===== config.mk =====
export PLATFORM = sky130hd
export DESIGN_NAME = ycbcr_src_arbiter
export DESIGN_NICKNAME = d
export VERILOG_FILES = /design/src/rtl/ycbcr_src_arbiter.sv
export SDC_FILE = /design/constraint.sdc
export NUM_CORES = 1
export LEC_CHECK = 0
export CAP_MARGIN = 25
export CELL_PAD_IN_SITES_DETAIL_PLACEMENT = 0
export CELL_PAD_IN_SITES_GLOBAL_PLACEMENT = 1
export CORE_MARGIN = 4
export CORE_UTILIZATION = 38
export DETAILED_ROUTE_END_ITERATION = 16
export GPL_TIMING_DRIVEN = 1
export PLACE_DENSITY = 0.82
export SYNTH_ARGS = -nofsm -noshare
export SYNTH_HDL_FRONTEND = slang
export SYNTH_SLANG_ARGS = --single-unit

===== constraint.sdc =====
create_clock -name clk -period 3.11 [get_ports clk]
set_input_delay 0.622 -clock clk [delete_from_list [all_inputs] [get_ports clk]]
set_output_delay 0.622 -clock clk [all_outputs]
set_load 0.02 [all_outputs]

===== src/rtl/ycbcr_src_arbiter.sv =====
// ycbcr_src_arbiter
//   Frame-granular round-robin scheduler sharing one RGB->YCbCr converter
//   between two free-running RGB sources. Only whole frames (vsync rise to
//   fall) of the granted source are forwarded; a blanking gap follows each
//   forwarded frame so the converter pipeline can drain.
//
// Ports
//   clk, rst             system clock, synchronous active-high reset
//   src_en[1:0]          per-source enable
//   s0_img_* / s1_img_*  source timing (vsync/herf/valid) and 8-bit RGB pixel
//   cvt_img_*            registered muxed stream to the converter
//   cur_src              currently granted source
//   busy                 high while waiting for a frame start or forwarding
//   frame_done           one-cycle pulse as cvt_img_vsync falls
//   post_src_id          source tag aligned with converter output (CVT_LAT delay)
//   s*_frame_cnt / s*_drop_cnt   16-bit wrap-around counters (FRAME_CNT_EN only)
//
// Optional feature macro: FRAME_CNT_EN
module ycbcr_src_arbiter #(
  parameter int unsigned CVT_LAT      = 3,
  parameter int unsigned GAP_CYC      = 4,
  parameter int unsigned LOCK_TIMEOUT = 1000000
) (
  input  logic       clk,
  input  logic       rst,
  input  logic [1:0] src_en,
  input  logic       s0_img_vsync,
  input  logic       s0_img_herf,
  input  logic       s0_img_valid,
  input  logic [7:0] s0_img_red,
  input  logic [7:0] s0_img_green,
  input  logic [7:0] s0_img_blue,
  input  logic       s1_img_vsync,
  input  logic       s1_img_herf,
  input  logic       s1_img_valid,
  input  logic [7:0] s1_img_red,
  input  logic [7:0] s1_img_green,
  input  logic [7:0] s1_img_blue,
  output logic       cvt_img_vsync,
  output logic       cvt_img_herf,
  output logic       cvt_img_valid,
  output logic [7:0] cvt_img_red,
  output logic [7:0] cvt_img_green,
  output logic [7:0] cvt_img_blue,
  output logic       cur_src,
  output logic       busy,
  output logic       frame_done,
  output logic       post_src_id
`ifdef FRAME_CNT_EN
  ,
  output logic [15:0] s0_frame_cnt,
  output logic [15:0] s1_frame_cnt,
  output logic [15:0] s0_drop_cnt,
  output logic [15:0] s1_drop_cnt
`endif
);

  localparam logic [23:0] TO_LAST  = 24'(LOCK_TIMEOUT - 1);
  localparam logic [7:0]  GAP_LAST = 8'(GAP_CYC - 1);

  typedef enum logic [1:0] {S_IDLE, S_LOCK, S_PASS, S_GAP} state_t;

  state_t      r_state, w_state_nxt;
  logic [1:0]  r_vs_d;
  logic [1:0]  w_vs, w_rise, w_fall;
  logic        r_cur_src, r_last_src;
  logic [23:0] r_to_cnt;
  logic [7:0]  r_gap_cnt;
  logic        w_alt, w_pick, w_any_en;
  logic        w_grant, w_set_last, w_fwd, w_done;

  logic        r_vsync, r_herf, r_valid, r_frame_done, r_tag;
  logic [7:0]  r_red, r_green, r_blue;
  logic [CVT_LAT-1:0] r_tag_dly;

  logic        w_sel_vsync, w_sel_herf, w_sel_valid;
  logic [7:0]  w_sel_red, w_sel_green, w_sel_blue;

  assign w_vs     = {s1_img_vsync, s0_img_vsync};
  assign w_rise   = w_vs & ~r_vs_d;
  assign w_fall   = ~w_vs & r_vs_d;
  assign w_any_en = |src_en;
  assign w_alt    = ~r_last_src;
  // Prefer the source not served last; fall back to the same one.
  assign w_pick   = src_en[w_alt] ? w_alt : r_last_src;

  always_comb begin
    w_state_nxt = r_state;
    w_grant     = 1'b0;
    w_set_last  = 1'b0;
    w_fwd       = 1'b0;
    w_done      = 1'b0;
    case (r_state)
      S_IDLE: begin
        if (w_any_en) begin
          w_grant     = 1'b1;
          w_state_nxt = S_LOCK;
        end
      end
      S_LOCK: begin
        if (w_rise[r_cur_src]) begin
          w_fwd       = 1'b1;
          w_set_last  = 1'b1;
          w_state_nxt = S_PASS;
        end else if (!src_en[r_cur_src]) begin
          w_state_nxt = S_IDLE;
        end else if (r_to_cnt == TO_LAST) begin
          // Mark the silent source as served so the other one gets a turn.
          w_set_last  = 1'b1;
          w_state_nxt = S_IDLE;
        end
      end
      S_PASS: begin
        w_fwd = 1'b1;
        if (w_fall[r_cur_src]) begin
          w_done      = 1'b1;
          w_state_nxt = S_GAP;
        end
      end
      S_GAP: begin
        if (r_gap_cnt == GAP_LAST) begin
          if (w_any_en) begin
            w_grant     = 1'b1;
            w_state_nxt = S_LOCK;
          end else begin
            w_state_nxt = S_IDLE;
          end
        end
      end
      default: w_state_nxt = S_IDLE;
    endcase
  end

  always_comb begin
    if (r_cur_src) begin
      w_sel_vsync = s1_img_vsync; w_sel_herf  = s1_img_herf;  w_sel_valid = s1_img_valid;
      w_sel_red   = s1_img_red;   w_sel_green = s1_img_green; w_sel_blue  = s1_img_blue;
    end else begin
      w_sel_vsync = s0_img_vsync; w_sel_herf  = s0_img_herf;  w_sel_valid = s0_img_valid;
      w_sel_red   = s0_img_red;   w_sel_green = s0_img_green; w_sel_blue  = s0_img_blue;
    end
  end

  always_ff @(posedge clk) begin
    if (rst) begin
      r_state      <= S_IDLE;
      // Load current vsync so a frame already in progress is not seen as a rise.
      r_vs_d       <= w_vs;
      r_cur_src    <= 1'b0;
      r_last_src   <= 1'b1;
      r_to_cnt     <= '0;
      r_gap_cnt    <= '0;
      r_vsync      <= 1'b0;
      r_herf       <= 1'b0;
      r_valid      <= 1'b0;
      r_red        <= '0;
      r_green      <= '0;
      r_blue       <= '0;
      r_frame_done <= 1'b0;
      r_tag        <= 1'b0;
      r_tag_dly    <= '0;
    end else begin
      r_state <= w_state_nxt;
      r_vs_d  <= w_vs;
      if (w_grant)    r_cur_src  <= w_pick;
      if (w_set_last) r_last_src <= r_cur_src;
      if (w_grant)                  r_to_cnt <= '0;
      else if (r_state == S_LOCK)   r_to_cnt <= r_to_cnt + 24'd1;
      if (w_done)                   r_gap_cnt <= '0;
      else if (r_state == S_GAP)    r_gap_cnt <= r_gap_cnt + 8'd1;
      if (w_fwd) begin
        r_vsync <= w_sel_vsync;
        r_herf  <= w_sel_herf;
        r_valid <= w_sel_valid;
        r_red   <= w_sel_red;
        r_green <= w_sel_green;
        r_blue  <= w_sel_blue;
      end else begin
        r_vsync <= 1'b0;
        r_herf  <= 1'b0;
        r_valid <= 1'b0;
        r_red   <= '0;
        r_green <= '0;
        r_blue  <= '0;
      end
      r_frame_done <= w_done;
      r_tag        <= r_cur_src;
      r_tag_dly[0] <= r_tag;
      for (int unsigned i = 1; i < CVT_LAT; i++) begin
        r_tag_dly[i] <= r_tag_dly[i-1];
      end
    end
  end

  assign cvt_img_vsync = r_vsync;
  assign cvt_img_herf  = r_herf;
  assign cvt_img_valid = r_valid;
  assign cvt_img_red   = r_red;
  assign cvt_img_green = r_green;
  assign cvt_img_blue  = r_blue;
  assign cur_src       = r_cur_src;
  assign busy          = (r_state == S_LOCK) || (r_state == S_PASS);
  assign frame_done    = r_frame_done;
  assign post_src_id   = r_tag_dly[CVT_LAT-1];

`ifdef FRAME_CNT_EN
  logic [15:0] r_s0_fcnt, r_s1_fcnt, r_s0_dcnt, r_s1_dcnt;

  always_ff @(posedge clk) begin
    if (rst) begin
      r_s0_fcnt <= '0;
      r_s1_fcnt <= '0;
      r_s0_dcnt <= '0;
      r_s1_dcnt <= '0;
    end else begin
      if (w_done && !r_cur_src) r_s0_fcnt <= r_s0_fcnt + 16'd1;
      if (w_done &&  r_cur_src) r_s1_fcnt <= r_s1_fcnt + 16'd1;
      if (w_rise[0] && !(w_fwd && !r_cur_src)) r_s0_dcnt <= r_s0_dcnt + 16'd1;
      if (w_rise[1] && !(w_fwd &&  r_cur_src)) r_s1_dcnt <= r_s1_dcnt + 16'd1;
    end
  end

  assign s0_frame_cnt = r_s0_fcnt;
  assign s1_frame_cnt = r_s1_fcnt;
  assign s0_drop_cnt  = r_s0_dcnt;
  assign s1_drop_cnt  = r_s1_dcnt;
`endif

endmodule


# --- Word level (Yosys, flattened, before mapping) ---
# Cells that the tools add are included.
# Widths: inputs -> output; s select.
totals:
  ff_bits: 70
  latch_bits: 0
  mem_bits_rw: 0
  romBits: 0
  input_bits: 58
  out_inout_bits: 31
  elab_cells: 75
  memories: 0
classes:
  addsub: 2
  multipliers: 0
  n_div: 0
  n_lt_le_gt_ge: 2
  eq_ne: 9
  n_shift: 0
  muxes: 34
  bitwise: 6
  reduce_logical: 7
op_table:
  columns: ["cell", "n"]
  rows:
  - ["$add 24x1->24 const B", 1]
  - ["$eq 24x20->1 const B", 1]
  - ["$mux 8", 3]
  - ["$mux 1", 22]
  - ["$mux 2", 6]
  - ["$add 8x1->8 const B", 1]
  - ["$eq 8x2->1 const B", 1]
  - ["$pmux 2 s4", 1]
  - ["$reduce_or 2->1", 4]
  - ["$ne 2x2->1 const B", 3]
  - ["$and 2x2->2", 2]
  - ["$eq 2x2->1 const B", 2]
  - ["$lt 1x2->1 const B", 2]
  - ["$ne 4x4->1 const B", 1]
  - ["$not 2->2", 2]
  - ["$pmux 1 s2", 2]
  - ["$reduce_and 4->1", 1]
  - ["$eq 2x1->1 const B", 1]
  - ["$logic_not 2->1", 1]
  - ["$not 1->1", 2]
  - ["$logic_or 1x1->1", 1]

# --- Longest topological paths before layout ---
# Gate-level depths: netlist of the first run.
depth:
  word_depth: 8
  mapped_depth: 9
  depth_no_buf: 7

# --- Worst setup path after synthesis of the first run ---
# OpenSTA, ideal clock, no wires.
synth_timing:
  kind: "reg2reg"
  from: "register with a tool-made name"
  to: "register r_to_cnt[23]"
  setup_time_ns: 0.116
  arrival_time_ns: 1.698
  t_required_ns: 2.994
  path_slack_ns: 1.296
  path_stages_with_launch: 10
  path_buffers: 2
  period_less_slack_ns: 1.814
  cell_sequence: "dfxtp_1 > inv_1 > ha_1 > buf_4 > nand4_2 > or3_1 > buf_6 > nor4_4 > xnor2_1 > nor2_2"
synth_rtl:
  columns: ["item", "line_no", "source"]
  rows:
  - ["to (signal assigned)", "168", "else if (r_state == S_LOCK) r_to_cnt <= r_to_cnt + 24'd1;"]
  - ["to (decl)", "67", "logic [23:0] r_to_cnt;"]

# --- Worst setup path in the final report of the first run ---
layout_timing:
  from: "register r_state[0]"
  to: "output port busy"
layout_via:
  elab_chain_cells: 2
  word_cells_on_any_way: 3
  classes_between: "2 x eq/ne; 1 x reduce/logical"
layout_lines:
  columns: ["item", "line_no", "source"]
  rows:
  - ["from (decl)", "63", "state_t r_state, w_state_nxt;"]
  - ["from (signal assigned)", "163", "r_state <= w_state_nxt;"]
  - ["$eq 2x1->1 or $eq 2x2->1 (tied branches)", "202", "assign busy = (r_state == S_LOCK) || (r_state == S_PASS);"]
  - ["$logic_or 1x1->1 *", "202", null]
  - ["to (decl)", "46", "output logic busy,"]
# Mark *: on every way between the ends. The rest lies on a longest branch, timed or not.

==> results of run 1 <==
==> layer usage <==
metal / part of all wire [%] / GRT usage [%] / vias up
li1: - / - / 1239
met3: 5.4 / 5.43 / 5
met5: 0 / 0 / -
met2: 51 / 25.2 / 43
met4: 1.2 / 4.90 / 0
met1: 42 / 17.3 / 1112
==> cells in the final DEF (no fill, tap or decap), types with 2 or more instances in the layout <==
master and instances:
and3_1 5, nand3_1 6, nor2_2 3, a32o_1 2
nand2b_1 3, clkbuf_8 11, and4_1 3, o21ai_0 4
inv_1 10, o31ai_2 2, xnor2_1 19, nor4b_2 2
nor4_4 3, clkinv_2 3, nor3_2 5, nor2b_1 3
clkdlybuf4s50_1 88, or3_1 4, a21boi_0 2, a21oi_1 3
dfxtp_1 69, nor4_1 2, nor2_1 64, xor2_1 9
nand2_1 14, ha_1 7, buf_4 2, nand4_1 5
nor4b_1 2, a311oi_1 2, mux2i_1 31
==> logic make-up after synthesis <==
family | Yosys count
AOI/OAI and AO/OA | 22
muxes | 31
buffers and inverters | 24
DFF | 70
xor gates and xnor gates | 28
adders and majority gates | 7
and+or+nand+nor | 131
==> power groups by stage <==
stage	Clock [µW]	Sequential (µW)	Combinational (µW)
floorplan	0	957	178
global placement	0	961	299
detailed placement	0	962	306
CTS	766	941	307
global route	813	945	329
finish	743	941	302
==> worst paths after layout <==
| check | startpoint | end | slack, ps | cells after the start |
|---|---|---|---|---|
| hold / removal | r_tag$_SDFF_PP0_ | r_tag_dly[0]$_SDFF_PP0_ | 440 | 1 |
| hold reg to reg | r_tag$_SDFF_PP0_ | r_tag_dly[0]$_SDFF_PP0_ | 440 | 1 |
| setup / recovery | r_state[0]$_SDFFE_PP0P_ | busy | 570 | 3 |
| setup reg to reg | cur_src$_SDFFE_PP0P_ | flop | 860 | 6 |
==> metrics by stage <==
stage / worst slack, ps / std cells / total power (µW) / utilization, % / instance area [µm²]
2_1_floorplan: 1300 / 313 / 1130 / - / 3070
3_3_place_gp: 458 / 491 / 1260 / 51.4 / 4010
3_5_place_dp: 653 / 492 / 1270 / 51.6 / 4030
4_1_cts: 549 / 508 / 2010 / 54.1 / 4230
5_1_grt: 445 / 508 / 2090 / 54.1 / 4230
6_report: 573 / 508 / 1990 / 54.1 / 4230
==> cell type report <==
| cell class | instances | area (µm²) |
|---|---|---|
| sequential | 70 | 1400 |
| clock buffer | 12 | 155 |
| multi-input combinational | 219 | 1550 |
| tap | 102 | 128 |
| fill | 737 | 3580 |
| timing repair buffer | 91 | 911 |
| inverter | 10 | 37.5 |
| clock inverter | 4 | 45.0 |
==> flip-flops by register name, indices dropped and copies added (netlist names), named ones only <==
signal,count
cvt_img_blue,8
frame_done,1
cvt_img_herf,1
r_gap_cnt,8
r_tag_dly,3
cvt_img_valid,1
cvt_img_vsync,1
r_vs_d,2
r_state,1
r_last_src,1
cur_src,1
cvt_img_red,8
r_to_cnt,24
cvt_img_green,8
r_tag,1
==> results.py, run 1 <==
metrics = {
    "logic_synthesis": {
        "synth.mux.area_fraction_pct": 10.1,
        "ys_types": 45,
        "syn-num-nets": 378,
        "ys_async_sr_fraction_pct": 0,
        "synth_top_family_by_area": "simple AND/OR/NAND/NOR gates",
        "ys_ff_latch": 70,
        "synth_largest_area_cell": "dfxtp_1",
        "yosys-top-cells-area": "dfxtp_1, mux2i_1, nor2_1",
        "synth_common_cells": "dfxtp_1, nor2_1, mux2i_1",
        "synth_compound_area_share_pct": 5.67,
        "synth_simple_gate_area_share_pct": 23.8,
        "syn_avg_cell_area_um2": 9.80,
        "yosysMostFrequentCell": "dfxtp_1",
        "synth_top_area_share_pct": 45.7,
        "synthCells": 313,
        "ys_warn_count": 0,
        "syn_area_um2": 3070,
        "synth-edff-count": 0,
        "seq_area_frac_synth_pct": 45.7,
        "synth_xor_xnor_area_share_pct": 7.99,
        "synth_ff_type": "dfxtp_1",
        "synthAdderAreaFrac_pct": 2.85,
    },
    "critical_path": {
        "crit_buf_inv": 2,
        "worstSetupStartpointType": "flop",
        "required_ps": 2490,
        "crit_path_max_incr_delay_ps": 640,
        "cpLargestDelayFamily": "buffers and inverters",
        "path_cells": "inv_1 -> ha_1 -> clkdlybuf4s50_1",
        "endpoint_kind": "output port",
        "cp_slowest_cell": "clkdlybuf4s50_1",
        "worstPathArrival_ps": 1920,
        "worstSetupPathType": "flop to output port",
        "path_max_fanout": 5,
    },
    "global_routing": {
        "grt_max_degree": 25,
        "grt_pass1_wl_um": 11500,
        "track_usage_pct": 14.9,
        "grt_pass1_vias": 2369,
        "overflow": 0,
        "antenna_found_initial": 0,
    },
    "drt": {
        "routed_via_density": 4.72,
        "drt_wl_total_um": 6980,
        "drc": 0,
        "vias": 2399,
        "first_iter_violations": 50,
        "drtAntennaViolNets": 0,
        "wl_per_cell_um": 13.7,
        "first_pass_iters": 5,
    },
    "pwr": {
        "swShare_pct": 25.0,
        "seqPwrFrac_pct": 47.4,
        "power.share.clock_pct": 37.4,
        "switching_power_uw": 497,
        "p_per_area_nw_per_um2": 470,
        "combinationalPowerShare_pct": 15.2,
        "power.leakage_uw": 0.00151,
        "ir_drop_mv": 0.209,
        "internal_power_uw": 1490,
    },
    "floorplan": {
        "coreArea_um2": 7810,
        "die_area_um2": 9570,
        "dieHeight_um": 97.9,
        "io_pins": 89,
        "die_w_um": 97.9,
        "rows": 32,
        "start_util_pct": 39.3,
    },
    "cts": {
        "clkSinkCount": 70,
        "postCtsSetupBuffers": 0,
        "cts_buffer_depth": 2,
        "htree_levels": 3,
        "cts-root-buf": "clkbuf_8",
        "cts_inserted_buffers": 9,
        "cts_tree": "done",
        "ctsHoldBuffers": 0,
        "cts_resized": 0,
        "insertion_delay_ps": 340,
        "clkTransAtPathRegs_ps": 70,
    },
    "final_layout": {
        "drive_gt1_share_pct": 9.36,
        "nets": 466,
        "diodes": 0,
        "syn_to_final_growth_pct": 37.7,
    },
    "placed_design": {
        "routabilityCongestion": 0.775,
        "place_hpwl_um": 5290,
        "port-buffer-count": 88,
    },
    "min_path": {
        "worst_hold_path_type": "flop to flop",
    },
    "sta": {
        "worstMarginPinSlew_ps": 697,
        "final_hold_viol_count": 0,
        "finalSetupViolCount": 0,
        "grt_setup_unrepaired": "false",
        "period_share_pct": 81.6,
        "tns_ps": 0,
        "skew_ps": 11.2,
        "slew_viol_final": 0,
        "max_freq_ghz": 0.394,
        "period_minus_slack_ps": 2540,
        "relSlewSlack_pct": 53.4,
        "holdWs_ps": 440,
    },
    "run_status": {
        "outcome": "complete, no violations",
    },
    "flow_run": {
        "drv_cap": 0,
    },
}
(Power assumes the default switching activity.)
==> inputs of run 2 (changes only) <==
- CORE_UTILIZATION: 38 -> 35
- PLACE_DENSITY: 0.82 -> 0.77
- clock period: 3.11 -> 2.6 ns (I/O delays scaled with it)
==> run 2 against run 1 <==
Compared with the run above:
- utilization down 3.2 points
- sequential share of layout area down 0.34 points
- routed wire length down 2.6%
- total power up 25%
- die area up 7.9%
- critical endpoint unchanged
- first-iteration DRC count up 32%
- non-clock buffer count up 2
- combinational power up 18%
==> results.py, run 2 (synthesis results as in run 1) <==
metrics = {
    "pwr": {
        "power.leakage_uw": 0.00152,
        "switching_power_uw": 610,
        "totalPowerFinal_uw": 2490,
        "swShare_pct": 24.5,
        "power.share.clock_pct": 40.5,
        "p_per_area_nw_per_um2": 584,
        "combinationalPowerShare_pct": 14.3,
        "seqPwrFrac_pct": 45.2,
        "internal_power_uw": 1880,
        "ir_drop_mv": 0.273,
    },
    "critical_path": {
        "worstSetupStartpointType": "flop",
        "r2r_slack_ps": 400,
        "crit_path_max_incr_delay_ps": 630,
        "path_cells": "inv_1 -> ha_1 -> clkdlybuf4s50_1",
        "endpoint_kind": "output port",
        "cp_slowest_cell": "clkdlybuf4s50_1",
        "crit_end": "busy",
        "crit_start": "r_state[0]$_SDFFE_PP0P_",
        "path_max_fanout": 5,
        "worstSetupPathType": "flop to output port",
        "rr_endpoint": "r_to_cnt[18]$_SDFFE_PP0P_",
        "required_ps": 2080,
        "worstPathArrival_ps": 1920,
        "reg2regPathDepth": 7,
    },
    "final_layout": {
        "seqCellArea_um2": 1400,
        "drive_gt1_share_pct": 10.0,
        "top_register": "r_to_cnt",
        "fin_area_um2": 4270,
        "diodes": 0,
        "nets": 468,
        "final_common_cell": "clkdlybuf4s50_1",
        "largest_register_ffs": 24,
        "fillers": 785,
        "finalNonFillerCells": 513,
        "multiInputGateArea_um2": 1550,
        "final_cell_mix": "clkdlybuf4s50_1, dfxtp_1, nor2_1",
        "syn_to_final_growth_pct": 39.2,
    },
    "drt": {
        "drtAntennaViolNets": 0,
        "first_pass_iters": 4,
        "routed_via_density": 4.69,
        "drt_wl_total_um": 6800,
        "drc": 0,
        "first_iter_violations": 66,
        "vias": 2404,
        "wl_per_cell_um": 13.2,
    },
    "placed_design": {
        "postPlaceCellArea_um2": 4040,
        "place_hpwl_um": 5080,
        "routabilityCongestion": 0.822,
        "port-buffer-count": 88,
        "dp_cells": 497,
    },
    "floorplan": {
        "start_util_pct": 36.6,
        "dieHeight_um": 102,
        "io_pins": 89,
        "rows": 33,
        "coreArea_um2": 8380,
        "die_w_um": 102,
        "die_area_um2": 10300,
    },
    "global_routing": {
        "overflow": 0,
        "grt_pass1_wl_um": 11200,
        "grt_max_degree": 28,
        "antenna_found_initial": 0,
        "track_usage_pct": 13.8,
        "grt_pass1_vias": 2344,
    },
    "sta": {
        "grt_setup_unrepaired": "false",
        "tns_ps": 0,
        "finalSetupViolCount": 0,
        "final_hold_viol_count": 0,
        "skew_ps": 11.4,
        "worstMarginPinSlew_ps": 519,
        "holdWs_ps": 439,
        "max_freq_ghz": 0.410,
        "period_minus_slack_ps": 2440,
        "relSlewSlack_pct": 65.2,
        "period_share_pct": 93.7,
        "slew_viol_final": 0,
    },
    "cts": {
        "ctsHoldBuffers": 0,
        "postCtsSetupBuffers": 0,
        "insertion_delay_ps": 340,
        "cts_buffer_depth": 2,
        "clkTransAtPathRegs_ps": 80,
        "cts-root-buf": "clkbuf_8",
        "cts_inserted_buffers": 9,
        "clkSinkCount": 70,
        "cts_tree": "done",
        "cts_resized": 0,
        "htree_levels": 3,
    },
    "min_path": {
        "worst_hold_path_type": "flop to flop",
    },
    "run_status": {
        "outcome": "complete, no violations",
    },
    "flow_run": {
        "drv_cap": 0,
    },
}
[run 2: worst min path at each step]
stage | from | end | slack, ps | cells past startpoint
2_1_floorplan | r_tag$_SDFF_PP0_ | r_tag_dly[0]$_SDFF_PP0_ | 410 | 1
3_5_place_dp | r_tag_dly[1]$_SDFF_PP0_ | r_tag_dly[2]$_SDFF_PP0_ | 420 | 1
6_report | r_tag_dly[1]$_SDFF_PP0_ | r_tag_dly[2]$_SDFF_PP0_ | 440 | 1
3_3_place_gp | r_tag_dly[0]$_SDFF_PP0_ | r_tag_dly[1]$_SDFF_PP0_ | 420 | 1
5_1_grt | r_tag_dly[1]$_SDFF_PP0_ | r_tag_dly[2]$_SDFF_PP0_ | 460 | 1
4_1_cts | r_tag_dly[1]$_SDFF_PP0_ | r_tag_dly[2]$_SDFF_PP0_ | 440 | 1
[run 2: cell type report]
type | count | area share (%)
Clock inverter | 5 | 1.91
Timing Repair Buffer | 93 | 21.5
Multi-Input combinational cell | 219 | 36.2
Clock buffer | 11 | 3.55
Tap cell | 105 | 3.08
Sequential cell | 70 | 32.9
Inverter | 10 | 0.879
[run 2: metrics by stage]
| step | setup slack, ps | util [%] |
|---|---|---|
| floorplan | 786 | - |
| global placement | 317 | 48.2 |
| detailed placement | 264 | 48.2 |
| CTS | 146 | 50.9 |
| global route | 53.0 | 50.9 |
| finish | 164 | 50.9 |
[run 2: routing by layer]
| metal | up-vias | part of all wire [%] | GRT usage (%) |
|---|---|---|---|
| met5 | - | 0 | 0 |
| met1 | 1087 | 45 | 17.1 |
| met3 | 6 | 9.7 | 5.85 |
| met4 | 0 | 1.0 | 5.52 |
| li1 | 1244 | - | - |
| met2 | 67 | 44 | 21.0 |
[run 2: worst max-delay path: cells and delay by family, from the launching register on]
kind / cells / cell delay (ps)
buf+inv: 2 / 760
flops: 1 / 410
fa+ha+maj: 1 / 390
[run 2: power groups by stage]
stage	sequential (µW)	combinational (µW)	clock, µW
after floorplan	1140	213	0
after global placement	1150	359	0
after detailed placement	1150	360	0
after CTS	1130	363	1040
after global routing	1130	393	1080
final	1130	357	1010
==> inputs of run 3 (changes only) <==
- CORE_UTILIZATION: 35 -> 47
- DONT_BUFFER_PORTS: not set -> 1
- PLACE_DENSITY: 0.77 -> 0.76
==> run 3 against run 2 <==
Compared with the run above:
- critical path depth up 4
- critical endpoint is now r_to_cnt[23]$_SDFFE_PP0P_
- utilization up 2.0 points
- register-to-register slack about the same
- highest routed layer unchanged
- final cell count down 23%
- routed wire length down 15%
- worst setup slack better by 220 ps
- clock power up 5%
==> results.py, run 3 (synthesis results as in run 1) <==
metrics = {
    "floorplan": {
        "die_w_um": 88.8,
        "start_util_pct": 48.3,
        "io_pins": 89,
        "rows": 29,
        "dieHeight_um": 88.8,
        "coreArea_um2": 6350,
        "die_area_um2": 7880,
    },
    "drt": {
        "met3WireLength_um": 472,
        "first_pass_iters": 4,
        "met2_length_um": 2710,
        "first_iter_violations": 93,
        "drt_wl_total_um": 5750,
        "wl_per_cell_um": 14.5,
        "routed_via_density": 5.27,
        "drc": 0,
        "met1_length_um": 2450,
        "vias": 2082,
        "top_layer": "met4",
        "drtAntennaViolNets": 0,
    },
    "global_routing": {
        "overflow": 0,
        "grt_pass1_wl_um": 9110,
        "grt_pass1_vias": 2008,
        "antenna_found_initial": 0,
        "track_usage_pct": 15.0,
        "grt_max_degree": 28,
    },
    "cts": {
        "cts_inserted_buffers": 9,
        "cts_buffer_depth": 2,
        "clkTransAtPathRegs_ps": 80,
        "cts_tree": "done",
        "insertion_delay_ps": 350,
        "clkSinkCount": 70,
        "ctsHoldBuffers": 0,
        "cts_resized": 0,
        "cts-root-buf": "clkbuf_8",
        "postCtsSetupBuffers": 0,
        "htree_levels": 3,
    },
    "pwr": {
        "power.leakage_uw": 0.00119,
        "switching_power_uw": 596,
        "p_per_area_nw_per_um2": 724,
        "ir_drop_mv": 0.450,
        "seqPwrFrac_pct": 46.4,
        "power.share.clock_pct": 43.7,
        "combinationalPowerShare_pct": 9.8,
        "swShare_pct": 24.5,
        "internal_power_uw": 1830,
    },
    "sta": {
        "slew_viol_final": 0,
        "period_share_pct": 85.2,
        "grt_setup_unrepaired": "false",
        "worstMarginPinSlew_ps": 744,
        "final_hold_viol_count": 0,
        "max_freq_ghz": 0.452,
        "finalSetupViolCount": 0,
        "period_minus_slack_ps": 2210,
        "skew_ps": 6.73,
        "relSlewSlack_pct": 50.2,
        "tns_ps": 0,
    },
    "final_layout": {
        "final_cell_mix": "dfxtp_1, nor2_1, mux2i_1",
        "nets": 378,
        "diodes": 0,
        "final_common_cell": "dfxtp_1",
        "syn_to_final_growth_pct": 9.50,
        "top_register": "r_to_cnt",
        "fin_area_um2": 3360,
        "largest_register_ffs": 24,
        "drive_gt1_share_pct": 12.3,
        "finalNonFillerCells": 395,
    },
    "placed_design": {
        "routabilityCongestion": 0.770,
        "port-buffer-count": 0,
        "postPlaceCellArea_um2": 3100,
        "place_hpwl_um": 4230,
        "dp_cells": 378,
    },
    "flow_run": {
        "drv_cap": 0,
    },
    "critical_path": {
        "cp_slowest_cell": "or3_1",
        "worstSetupPathType": "flop to flop",
        "path_max_fanout": 8,
        "required_ps": 2840,
        "endpoint_kind": "flop",
        "path_cells": "inv_1 -> ha_1 -> nand4_2 -> or3_1 -> nor4_4 -> xnor2_1 -> nor2_2",
        "worstSetupStartpointType": "flop",
        "crit_path_max_incr_delay_ps": 550,
        "worstPathArrival_ps": 2450,
    },
    "min_path": {
        "worst_hold_path_type": "primary input to flop",
    },
    "run_status": {
        "outcome": "complete, no violations",
    },
}
==> run 3: changes by cell type in the layout (fill, tap and decap cells not counted) <==
cell	delta
clkbuf_8	-2
clkinvlp_4	+1
bufinv_16	+1
clkinv_4	+1
clkinv_2	-1
buf_8	+1
clkdlybuf4s50_1	-88
buf_4	-3
==> run 3: worst paths after layout <==
check	startpoint	end	slack, ps	cells past startpoint
max	flop	r_to_cnt[23]$_SDFFE_PP0P_	390	7
min	s1_img_vsync	r_vs_d[1]$_DFF_P_	190	0
min reg2reg	r_tag_dly[0]$_SDFF_PP0_	r_tag_dly[1]$_SDFF_PP0_	450	1
max reg2reg	flop	r_to_cnt[23]$_SDFFE_PP0P_	390	7
==> run 3: power groups by stage <==
stage / registers [µW] / clock network [µW] / logic (µW)
floorplan: 1140 / 0 / 213
global placement: 1150 / 0 / 240
detailed placement: 1160 / 0 / 240
CTS: 1130 / 1100 / 242
global route: 1130 / 1140 / 267
finish: 1130 / 1060 / 239
==> run 3: metrics by stage <==
step           worst slack (ps)  util [%]  hold WS (ps)  power (µW)
2_1_floorplan               786         -           414        1360
3_3_place_gp                494      48.8           434        1390
3_5_place_dp                391      48.8           435        1390
4_1_cts                     352      52.7           172        2470
5_1_grt                     191      52.9           172        2540
6_report                    386      52.9           192        2430
==> run 3: layer usage <==
metal	vias up	track usage (%)
met3	10	5.77
met5	-	0
li1	1062	-
met2	68	23.2
met4	0	8.24
met1	942	17.7
==> run 3: critical path: cells and delay by family (launching register included) <==
| kind | cells | cell delay (ps) |
|---|---|---|
| buffers and inverters | 1 | 120 |
| and+or+nand+nor | 4 | 1110 |
| adders and majority gates | 1 | 360 |
| DFF | 1 | 340 |
| xor gates and xnor gates | 1 | 170 |
==> run 3: layout make-up <==
| type | instances | area, µm² |
|---|---|---|
| Clock buffer | 9 | 124 |
| Clock inverter | 7 | 123 |
| Fill cell | 563 | 2990 |
| Inverter | 10 | 37.5 |
| Tap cell | 77 | 96.3 |
| Multi-Input combinational cell | 219 | 1550 |
| Sequential cell | 70 | 1400 |
| Timing Repair Buffer | 3 | 30.0 |
